<file path="config.mk">
export PLATFORM = sky130hd
export DESIGN_NAME = mdu_ctrl
export DESIGN_NICKNAME = d
export VERILOG_FILES = /design/src/rtl/mdu_ctrl.sv
export SDC_FILE = /design/constraint.sdc
export NUM_CORES = 1
export LEC_CHECK = 0
export ABC_AREA = 1
export BUFFER_PORTS_ARGS = -buffer_cell sky130_fd_sc_hd__clkbuf_2
export CAP_MARGIN = 20
export CORE_MARGIN = 5
export CORE_UTILIZATION = 30
export CTS_CLUSTER_SIZE = 24
export DETAILED_ROUTE_END_ITERATION = 16
export PLACE_DENSITY = 0.53
export SLEW_MARGIN = 20
export SYNTH_ARGS = -nofsm -noshare
export SYNTH_HDL_FRONTEND = slang
export SYNTH_SLANG_ARGS = --single-unit
</file>
<file path="constraint.sdc">
create_clock -name clk -period 7.4 [get_ports clk]
set_input_delay 1.11 -clock clk [delete_from_list [all_inputs] [get_ports clk]]
set_output_delay 1.11 -clock clk [all_outputs]
set_load 0.005 [all_outputs]
</file>
<file path="src/rtl/mdu_ctrl.sv">
// Multi-cycle multiply/divide sequencer with HI/LO registers.
// Runs 32 shift-add or restoring-divide iterations and stalls the pipeline until the result commits.
module mdu_ctrl #(
    parameter int unsigned XLEN  = 32,
    parameter int unsigned CNT_W = 6
) (
    input  logic            clk,
    input  logic            rst,
    input  logic            op_mult,
    input  logic            op_multu,
    input  logic            op_div,
    input  logic            op_divu,
    input  logic            op_mthi,
    input  logic            op_mtlo,
    input  logic            flush,
    input  logic [XLEN-1:0] src_a,
    input  logic [XLEN-1:0] src_b,
    output logic            stallreq_mdu,
    output logic            busy,
    output logic [XLEN-1:0] hi,
    output logic [XLEN-1:0] lo
);

    typedef enum logic [1:0] {IDLE, CALC, DONE} state_t;

    state_t            state;
    logic [CNT_W-1:0]  cnt;
    logic [XLEN-1:0]   acc_hi;
    logic [XLEN-1:0]   acc_lo;
    logic [XLEN-1:0]   opnd;
    logic              is_div;
    logic              div_zero;
    logic              res_neg;
    logic              rem_neg;

    logic              start;
    logic              div_op;
    logic              a_neg;
    logic              b_neg;
    logic [XLEN-1:0]   a_mag;
    logic [XLEN-1:0]   b_mag;
    logic [XLEN:0]     mul_sum;
    logic [XLEN:0]     div_shift;
    logic [XLEN:0]     div_diff;
    logic              div_ge;
    logic [2*XLEN-1:0] prod_res;
    logic [XLEN-1:0]   quo_res;
    logic [XLEN-1:0]   rem_res;

    // Operand conditioning, datapath step and final sign fix-up
    always_comb begin
        start     = op_mult | op_multu | op_div | op_divu;
        div_op    = op_div | op_divu;
        a_neg     = (op_mult | op_div) & src_a[XLEN-1];
        b_neg     = (op_mult | op_div) & src_b[XLEN-1];
        a_mag     = a_neg ? -src_a : src_a;
        b_mag     = b_neg ? -src_b : src_b;
        mul_sum   = {1'b0, acc_hi} + (acc_lo[0] ? {1'b0, opnd} : {(XLEN+1){1'b0}});
        div_shift = {acc_hi, acc_lo[XLEN-1]};
        div_diff  = div_shift - {1'b0, opnd};
        div_ge    = div_shift >= {1'b0, opnd};
        prod_res  = res_neg ? -{acc_hi, acc_lo} : {acc_hi, acc_lo};
        quo_res   = res_neg ? -acc_lo : acc_lo;
        rem_res   = rem_neg ? -acc_hi : acc_hi;
    end

    assign stallreq_mdu = !flush && (((state == IDLE) && start) || (state == CALC));
    assign busy         = (state != IDLE);

    always_ff @(posedge clk or posedge rst) begin
        if (rst) begin
            state    <= IDLE;
            cnt      <= '0;
            acc_hi   <= '0;
            acc_lo   <= '0;
            opnd     <= '0;
            is_div   <= 1'b0;
            div_zero <= 1'b0;
            res_neg  <= 1'b0;
            rem_neg  <= 1'b0;
            hi       <= '0;
            lo       <= '0;
        end else begin
            case (state)
                IDLE: begin
                    if (!flush) begin
                        if (start) begin
                            res_neg <= a_neg ^ b_neg;
                            rem_neg <= a_neg;
                            is_div  <= div_op;
                            cnt     <= '0;
                            if (div_op && (src_b == '0)) begin
                                div_zero <= 1'b1;
                                acc_hi   <= src_a;
                                state    <= DONE;
                            end else begin
                                div_zero <= 1'b0;
                                acc_hi   <= '0;
                                acc_lo   <= div_op ? a_mag : b_mag;
                                opnd     <= div_op ? b_mag : a_mag;
                                state    <= CALC;
                            end
                        end else if (op_mthi) begin
                            hi <= src_a;
                        end else if (op_mtlo) begin
                            lo <= src_a;
                        end
                    end
                end
                CALC: begin
                    if (flush) begin
                        state <= IDLE;
                    end else begin
                        if (is_div) begin
                            acc_hi <= div_ge ? div_diff[XLEN-1:0] : div_shift[XLEN-1:0];
                            acc_lo <= {acc_lo[XLEN-2:0], div_ge};
                        end else begin
                            {acc_hi, acc_lo} <= {mul_sum, acc_lo[XLEN-1:1]};
                        end
                        cnt <= cnt + CNT_W'(1);
                        if (cnt == CNT_W'(XLEN-1)) begin
                            state <= DONE;
                        end
                    end
                end
                DONE: begin
                    state <= IDLE;
                    if (!flush) begin
                        if (div_zero) begin
                            lo <= '1;
                            hi <= acc_hi;
                        end else if (is_div) begin
                            lo <= quo_res;
                            hi <= rem_res;
                        end else begin
                            {hi, lo} <= prod_res;
                        end
                    end
                end
                default: state <= IDLE;
            endcase
        end
    end

endmodule

</file>
-- Word level (Yosys, flattened, before mapping)
Index checks and enable logic that the tools add are counted.
- multipliers: 0
- shift operators: 0
- divide/modulo/power cells: 0
- reductions and logical operators: 17
- $add $sub $neg: 8
- bitwise logic cells: 10
- magnitude comparators: 1
- multiplexer cells: 47
- eq/ne operators: 13
- operators with widths (kind ; count):
    32-bit two-way mux ; 31
    32-bit one-hot mux with 2 select lines ; 4
    32-bit negator ; 4
    64-bit two-way mux ; 1
    64-bit negator ; 1
    32-bit by 32-bit adder with 33-bit output ; 1
    33-bit by 32-bit greater-or-equal comparator with 1-bit output ; 1
    32-bit logical NOT ; 1
    32-bit subtractor ; 1
    6-bit two-way mux ; 3
    2-bit != test, second input constant ; 9
    6-bit one-hot mux with 2 select lines ; 1
    2-bit two-way mux ; 5
    5-bit AND reduction ; 2
    4-bit AND reduction ; 2
    6-bit by 1-bit adder with 6-bit output, second input constant ; 1
    6-bit by 5-bit equality test with 1-bit output, second input constant ; 1
    3-bit AND reduction ; 2
    6-bit AND reduction ; 1
    2-bit nonzero test ; 3
    1-bit OR ; 5
    2-bit one-hot mux with 2 select lines ; 1
    1-bit logical AND ; 3
    3-bit by 2-bit != test with 1-bit output, second input constant ; 1
    9 further kinds ; 11
- latch bits: 0
- output and inout bits: 66
- RAM bits: 0
- bits in registers: 172
- bits in read-only memories: 0
- memories kept: 0
- bits of input ports: 73

-- Logic depth before layout (Yosys ltp)
Gate-level depths: netlist of the first run.
- word-level depth: 8
- gate-level depth with buffers: 19
- gate-level depth less buffers: 18

-- Least setup slack after synthesis of the first run
Ideal clock, no wire load.
- path type: input to output
- start point: input op_divu
- end point: output stallreq_mdu
- cell stages on the path: 8
- required time: 6.290 ns
- arrival: 2.128 ns
- path buffers: 2
- path slack: 4.162 ns
- cells stage by stage: nor2_1 -> nand2_1 -> nand2_1 -> nor2_4 -> nor2_4 -> inv_2 -> buf_2 -> buf_2
- word-level cells in the longest chain between the ends: 4
- RTL lines (element ; RTL line ; RTL):
    start: declaration ; 12 ; input logic op_divu,
    1-bit OR ; 52 ; start = op_mult | op_multu | op_div | op_divu;
    1-bit logical AND ; 67 ; assign stallreq_mdu = !flush && (((state == IDLE) && start) || (state == CALC));
    1-bit logical OR ; 67 ;
    1-bit logical AND ; 67 ;
    end: declaration ; 18 ; output logic stallreq_mdu,
No other way between the ends.

-- Worst setup path after layout of the first run
Same ends and word-level chain as after synthesis.

==> results of run 1 <==
==> sequential cells by signal (all words and copies together) (netlist names) <==
name,cells
acc_lo,32
hi,32
cnt,6
state,2
rem_neg,1
div_zero,1
acc_hi,32
is_div,1
opnd,32
res_neg,1
lo,32
==> kinds of logic (layout without fill, tap and decap cells) <==
family / after synthesis / in the layout
adder cells (fa/ha/maj): 71 / 71
multiplexers: 1 / 1
buffers and inverters: 578 / 647
AND/OR/NAND/NOR: 1709 / 1709
XOR/XNOR: 65 / 65
flip-flops: 172 / 172
AO/OA/AOI/OAI: 564 / 564
==> cell usage in the layout, fill, tap and decap left out, types with 6 or more instances in the layout <==
| master | netlist | layout |
|---|---|---|
| clkbuf_16 | 0 | 17 |
| nand3b_1 | 15 | 15 |
| a31oi_1 | 20 | 20 |
| xor2_1 | 53 | 53 |
| o21ai_1 | 25 | 25 |
| nand4_1 | 29 | 29 |
| a21boi_0 | 6 | 6 |
| nand2_1 | 805 | 805 |
| nor3_1 | 30 | 30 |
| nand3_1 | 372 | 372 |
| buf_4 | 2 | 19 |
| a21oi_1 | 187 | 186 |
| ha_1 | 69 | 69 |
| nor2_1 | 378 | 374 |
| or2_2 | 24 | 24 |
| inv_2 | 11 | 12 |
| xnor2_1 | 12 | 12 |
| nor2_2 | 13 | 12 |
| o21ai_0 | 181 | 181 |
| inv_1 | 445 | 443 |
| o211ai_1 | 47 | 47 |
| a2bb2oi_1 | 35 | 35 |
| nor4_1 | 10 | 10 |
| a22oi_1 | 6 | 6 |
| nor2_4 | 6 | 11 |
| dfrtp_1 | 172 | 169 |
| clkbuf_2 | 0 | 138 |
| o21bai_1 | 7 | 7 |
| nand2_2 | 7 | 7 |
| o31ai_1 | 14 | 14 |
| a21boi_1 | 7 | 7 |
| o21a_1 | 11 | 11 |
==> worst max-delay path by stage <==
stage	from	to	slack [ns]	depth (start not counted)
after detailed placement	op_divu	stallreq_mdu	2.86	10
final	op_divu	stallreq_mdu	2.82	10
after global routing	op_divu	stallreq_mdu	2.60	10
after global placement	op_divu	stallreq_mdu	2.87	10
after floorplan	rst	acc_hi[0]$_DFFE_PP0P_	1.63	1
after CTS	op_divu	stallreq_mdu	2.86	10
==> cell type report <==
cell class | instances | share of cell area [%]
well taps | 837 | 5.07
flip-flops and latches | 172 | 20.9
repair buffers | 157 | 4.03
clock inverters | 12 | 0.624
multi-input cells | 2410 | 58.9
clock buffers | 20 | 2.16
inverters | 458 | 8.35
==> stage by stage <==
stage | hold slack [ns] | total power, mW
global placement | 0.470 | 9.10
global route | 0.520 | 11.0
floorplan | 0.465 | 6.61
detailed placement | 0.477 | 9.08
finish | 0.489 | 10.2
CTS | 0.496 | 10.0
==> critical path, cell delays in order <==
cell	delay, ns
clkbuf_2	0.10
nor2_4	0.08
buf_4	0.58
nand2_1	0.17
nand2_1	0.16
nor2_4	0.08
nor2_4	0.48
inv_2	0.13
buf_4	0.31
clkbuf_2	0.21
==> power by group through the flow <==
stage	Combinational, mW	Clock [mW]	Sequential, mW
2_1_floorplan	4.85	0	1.76
3_3_place_gp	6.92	0	2.17
3_5_place_dp	6.90	0	2.18
4_1_cts	6.94	0.938	2.16
5_1_grt	7.80	0.971	2.22
6_report	7.05	0.934	2.20
==> per-layer routing <==
metal  wire length [um]  part of all wire, %
met1              39700                   45
met2              38400                   43
met3               6400                  7.2
met4               3980                  4.5
met5                  0                    0
==> impl_metrics.env, run 1 <==
export IMPL_powerDensity_nw_per_um2=493
export IMPL_hold_violations=0
export IMPL_grt_pass1_vias=19900
export IMPL_synthFlopType="dfrtp_1"
export IMPL_switchingPower_mw=6.06
export IMPL_dpl_cell_area_um2=20100
export IMPL_status="finished clean"
export IMPL_fin_util_pct=33.5
export IMPL_ioPinCount=139
export IMPL_dp_cells=4034
export IMPL_combPwrFrac_pct=69.2
export IMPL_multi_input_area_um2=12200
export IMPL_synth_top_family_by_area="simple AND/OR/NAND/NOR gates"
export IMPL_cts_setup_buffers=0
export IMPL_pre_cts_slack_ns=2.86
export IMPL_async_flop_share_pct=100
export IMPL_synthDistinctLibCells=57
export IMPL_holdPathEnd="lo[16]$_DFFE_PP0P_"
export IMPL_area_delta_synth_final_pct=10.3
export IMPL_seq_area_um2=4310
export IMPL_initial_core_util_pct=30.3
export IMPL_synth_simple_gate_area_share_pct=39.2
export IMPL_top_usage_layer="met2"
export IMPL_hold_path_class="reg -> reg"
export IMPL_design_die_area_um2=67500
export IMPL_min_period_ns=4.58
export IMPL_finalClockSkew_ns=0.0203
export IMPL_rr_endpoint="acc_hi[15]$_DFFE_PP0P_"
export IMPL_met1_usage_pct=36.5
export IMPL_whs_path_depth=2
export IMPL_cts_tree="done"
export IMPL_synth_enable_flop_cells=0
export IMPL_antenna_found_initial=1
export IMPL_synth_most_common_cell="nand2_1"
export IMPL_critical_path_class="in -> out"
export IMPL_rr_startpoint="acc_hi[15]$_DFFE_PP0P_"
export IMPL_ir_worst_vdd_v=0.000226
export IMPL_grtUsageMet2_pct=39.0
export IMPL_die_h_um=260
export IMPL_syn_num_nets=3304
export IMPL_ys_warn_count=0
export IMPL_antennaDiodeCount=0
export IMPL_root_buffer="clkbuf_16"
export IMPL_synth_common_cells="nand2_1, inv_1, nor2_1"
export IMPL_critPathMaxFanout=67
export IMPL_drt_initial_drc_count=2231
export IMPL_core_area_um2=61700
export IMPL_synth_adder_area_share_pct=4.82
export IMPL_grt_ovfl_total=0
export IMPL_worstMarginPinSlew_ns=1.08
export IMPL_yosysTopAreaCell="dfrtp_1"
export IMPL_grtUsageTotal_pct=25.6
export IMPL_drtPass1Iterations=6
export IMPL_synth_xor_xnor_area_share_pct=3.04
export IMPL_wl_mm=88.6
export IMPL_cts_sinks=172
export IMPL_vias_per_cell=5.25
export IMPL_dpl_hpwl_mm=71.2
export IMPL_cts_max_level=4
export IMPL_post_synth_cell_area_avg_um2=5.93
export IMPL_final_period_utilization_pct=61.8
export IMPL_antenna_left=0
export IMPL_cts_repair_resized=0
export IMPL_rsz0062_at_grt="no"
export IMPL_grt_pass1_wl_mm=130
export IMPL_hp_start="lo[16]$_DFFE_PP0P_"
export IMPL_maxSlewViolCount=0
export IMPL_row_count=91
export IMPL_pwr_share_clk_pct=9.2
export IMPL_switching_share_pct=59.6
export IMPL_nets=3360
export IMPL_yosys_area_top_type_share_pct=23.0
export IMPL_netlist_instances=3160
export IMPL_clk_latency_ns=0.47
export IMPL_slew_headroom_pct=27.6
export IMPL_clock_fmax_mhz=219
export IMPL_synth_cell_area_um2=18700
export IMPL_cts_buffer_depth=2
export IMPL_crit_path_end_kind="output port"
export IMPL_synth_compound_area_share_pct=17.6
export IMPL_port_buffers=138
export IMPL_fin_tns_setup_ns=0
export IMPL_arrival_ns=3.47
export IMPL_path_clk_slew_ns=0.07
export IMPL_synthTopCellsByArea="dfrtp_1, nand2_1, nand3_1"
export IMPL_power_frac_seq_pct=21.6
export IMPL_fill_cells=7109
export IMPL_setup_violations=0
export IMPL_max_cap_viol_count=0
export IMPL_p_leak_nw=10.5
export IMPL_die_w_um=260
export IMPL_vias=21300
export IMPL_cellInternalPower_mw=4.11
export IMPL_required_ns=6.29
export IMPL_cts_inserted_buffers=17
export IMPL_drc_errors=0
export IMPL_drive_gt1_share_pct=8.61
export IMPL_stdcell_count=4066
export IMPL_ys_seq_area_share_pct=23.0
export IMPL_crit_path_start_kind="input port"
export IMPL_setup_ws_ns=2.82
export IMPL_met3_usage_pct=3.80
export IMPL_post_drt_wl_per_cell_um=21.8
export IMPL_fin_area_um2=20700
export IMPL_grt_max_degree=95
export IMPL_gp_congestion=0.989
export IMPL_r2r_cells=13
export IMPL_yosys_register_bits=172
export IMPL_hold_buffers=0
export IMPL_synth_mux_area_share_pct=0.0535
export IMPL_rrSetupSlack_ns=3.76
Note: power is estimated with default switching activity, not from simulation.
==> inputs of run 2 (changes only) <==
- ABC_AREA: 1 -> 0
- PLACE_DENSITY: 0.53 -> 0.54
- clock period: 7.4 -> 4.1 ns (I/O delays scaled with it)
==> run 2 against run 1 <==
Setup slack got worse by 2.6 ns. Critical path type is now in -> reg. Largest cell class unchanged. Synthesized cell count down 34%. Combinational power shrank 15%. Wire length is 22% lower. Clock power increased by 81%. Global-route usage is 2.1 points lower. Clock-buffer cell count shrank 1. Register-to-register slack worse by 3.5 ns. Utilization up 1.4 points. Critical path depth unchanged. Sequential power grew 12%. Non-clock buffer count up 65.
==> impl_metrics.env, run 2 <==
export IMPL_yosys_area_top_type_share_pct=27.6
export IMPL_drc_errors=0
export IMPL_grtUsageTotal_pct=23.6
export IMPL_grt_max_degree=76
export IMPL_required_ns=4.44
export IMPL_synth_common_cells="o21ai_0, nand2_1, nor2_1"
export IMPL_layout_common_cells="o21ai_0, nand2_1, nor2_1, a21oi_1, dfrtp_1"
export IMPL_hold_violations=0
export IMPL_maxSlewViolCount=0
export IMPL_fin_area_um2=17900
export IMPL_clock_fmax_mhz=258
export IMPL_core_area_um2=51400
export IMPL_die_w_um=238
export IMPL_worst_path_buf_inv=1
export IMPL_crit_path_start_kind="input port"
export IMPL_final_period_utilization_pct=94.6
export IMPL_max_stage_delay_ns=0.66
export IMPL_ys_seq_area_share_pct=27.6
export IMPL_gp_congestion=1.00
export IMPL_rsz0062_at_grt="no"
export IMPL_ioPinCount=139
export IMPL_ir_worst_vdd_v=0.000276
export IMPL_root_buffer="clkbuf_16"
export IMPL_area_delta_synth_final_pct=15.0
export IMPL_synth_most_common_cell="o21ai_0"
export IMPL_cts_inserted_buffers=17
export IMPL_netlist_instances=2089
export IMPL_dpl_cell_area_um2=17300
export IMPL_drt_initial_drc_count=1530
export IMPL_syn_num_nets=2233
export IMPL_max_cap_viol_count=0
export IMPL_clk_latency_ns=0.47
export IMPL_r2r_cells=14
export IMPL_cts_tree="done"
export IMPL_cp_common_cell="a21oi_1"
export IMPL_drive_gt1_share_pct=14.2
export IMPL_port_buffers=138
export IMPL_ys_warn_count=0
export IMPL_cts_sinks=172
export IMPL_design_die_area_um2=56700
export IMPL_antenna_found_initial=6
export IMPL_critical_path_class="in -> reg"
export IMPL_cts_buffer_depth=2
export IMPL_hold_path_class="in -> async"
export IMPL_min_period_ns=3.88
export IMPL_post_synth_cell_area_avg_um2=7.47
export IMPL_dpl_hpwl_mm=53.9
export IMPL_stdcell_count=2890
export IMPL_crit_cells=10
export IMPL_slew_headroom_pct=40.6
export IMPL_yosys_register_bits=172
export IMPL_finalClockSkew_ns=0.0188
export IMPL_yosysTopAreaCell="dfrtp_1"
export IMPL_powerDensity_nw_per_um2=565
export IMPL_hold_buffers=0
export IMPL_worstSetupStartpoint="src_a[11]"
export IMPL_async_flop_share_pct=100
export IMPL_drtPass1Iterations=6
export IMPL_cp_slowest_cell="or4_1"
export IMPL_rr_startpoint="acc_lo[0]$_DFFE_PP0P_"
export IMPL_grt_ovfl_total=0
export IMPL_cts_max_level=4
export IMPL_vias_per_cell=5.69
export IMPL_critPathMaxFanout=7
export IMPL_vias=16400
export IMPL_dp_cells=2854
export IMPL_grt_pass1_wl_mm=101
export IMPL_setup_violations=0
export IMPL_path_delay_family="simple AND/OR/NAND/NOR gates"
export IMPL_arrival_ns=4.22
export IMPL_synthTopCellsByArea="dfrtp_1, o21ai_0, a21oi_1"
export IMPL_p_leak_nw=7.78
export IMPL_path_clk_slew_ns=0.09
export IMPL_die_h_um=238
export IMPL_synth_enable_flop_cells=0
export IMPL_nets=2339
export IMPL_worstMarginPinSlew_ns=0.891
export IMPL_antenna_left=0
export IMPL_crit_path_end_kind="register"
export IMPL_synth_cell_area_um2=15600
export IMPL_synthFlopType="dfrtp_1"
export IMPL_initial_core_util_pct=30.3
export IMPL_crit_path_cell_trace="clkbuf_2, or3_1, or4_1, nor3_1, and3_1, a21oi_1, xnor2_1, a21oi_1, a21oi_1, o21ai_0"
export IMPL_post_drt_wl_per_cell_um=24.0
export IMPL_wl_mm=69.3
export IMPL_final_common_cell="o21ai_0"
export IMPL_grt_pass1_vias=15700
export IMPL_row_count=83
export IMPL_synthDistinctLibCells=88
export IMPL_status="finished clean"
-- run 2: path summary, 6_finish.rpt --
| kind | endpoint | slack [ns] |
|---|---|---|
| setup / recovery | acc_lo[23]$_DFFE_PP0P_ | 0.22 |
| hold / removal | acc_lo[7]$_DFFE_PP0P_ | 0.10 |
| setup reg to reg | acc_hi[31]$_DFFE_PP0P_ | 0.27 |
| hold reg to reg | opnd[10]$_DFFE_PP0P_ | 0.48 |
| max in group asynchronous | opnd[20]$_DFFE_PP0P_ | 2.92 |
| min in group clk | state[1]$_DFFE_PP0P_ | 0.41 |
-- run 2: layout make-up --
class                   instances  area [um2]
repair buffers                222        1360
fillers                      5552       33500
multi-input cells            1718       10600
flip-flops and latches        172        4310
diodes                          2        5.00
well taps                     680         851
clock inverters                13         145
clock buffers                  19         453
inverters                      64         248
-- run 2: metrics by stage --
| stage | utilization (%) | hold slack [ns] | power [mW] | setup TNS (ns) | worst slack (ns) |
|---|---|---|---|---|---|
| CTS | 34.8 | 0.0931 | 10.1 | 0 | 0.243 |
| finish | 34.9 | 0.104 | 10.1 | 0 | 0.222 |
| global placement | 33.7 | 0.462 | 8.30 | -0.0575 | -0.0575 |
| global route | 34.9 | 0.106 | 10.8 | 0 | 0.0175 |
| detailed placement | 33.7 | 0.472 | 8.33 | -0.132 | -0.132 |
| floorplan | - | 0.446 | 6.35 | 0 | 0.774 |
-- run 2: what timing repair did --
| action | in CTS | in global routing |
|---|---|---|
| gates resized for setup | 0 | 2 |
| buffers inserted | 0 | 2 |
| setup endpoints to repair | 0 | 4 |
-- run 2: report_power, final --
part	total (mW)	switching (mW)	internal [mW]
combinational	5.99	3.71	2.27
clock	1.69	0.847	0.846
sequential	2.46	0.440	2.02
-- run 2: logic make-up (layout without fill, tap and decap cells) --
family	Yosys count	count (layout)	share of synthesized area (%)
buf+inv	199	318	5.09
flops	172	172	27.6
xor+xnor	174	174	9.77
mux	62	62	4.09
other cells	0	2	0
compound gates	706	706	26.9
fa+ha+maj	71	71	5.79
simple gates	705	705	20.8
-- run 2: worst register-to-register path, stage by stage (launching register included) --
cell and delay, ns:
dfrtp_1 0.50, clkinvlp_4 0.30, buf_4 0.23, nor2_1 0.10, ha_1 0.22, a21o_1 0.16
a22oi_1 0.11, a211oi_1 0.52, a211oi_2 0.19, o21ai_0 0.33, and3_1 0.26, a31oi_1 0.18
o21a_1 0.23, o311a_1 0.28, a31oi_1 0.14
-- run 2: metal layers --
metal  track usage, %  vias up  wire, um
li1                 -     7665         -
met1             30.7     7972     29200
met2             38.3      640     32300
met3             4.01      163      4240
met4             10.8        4      3600
met5                0        -        34
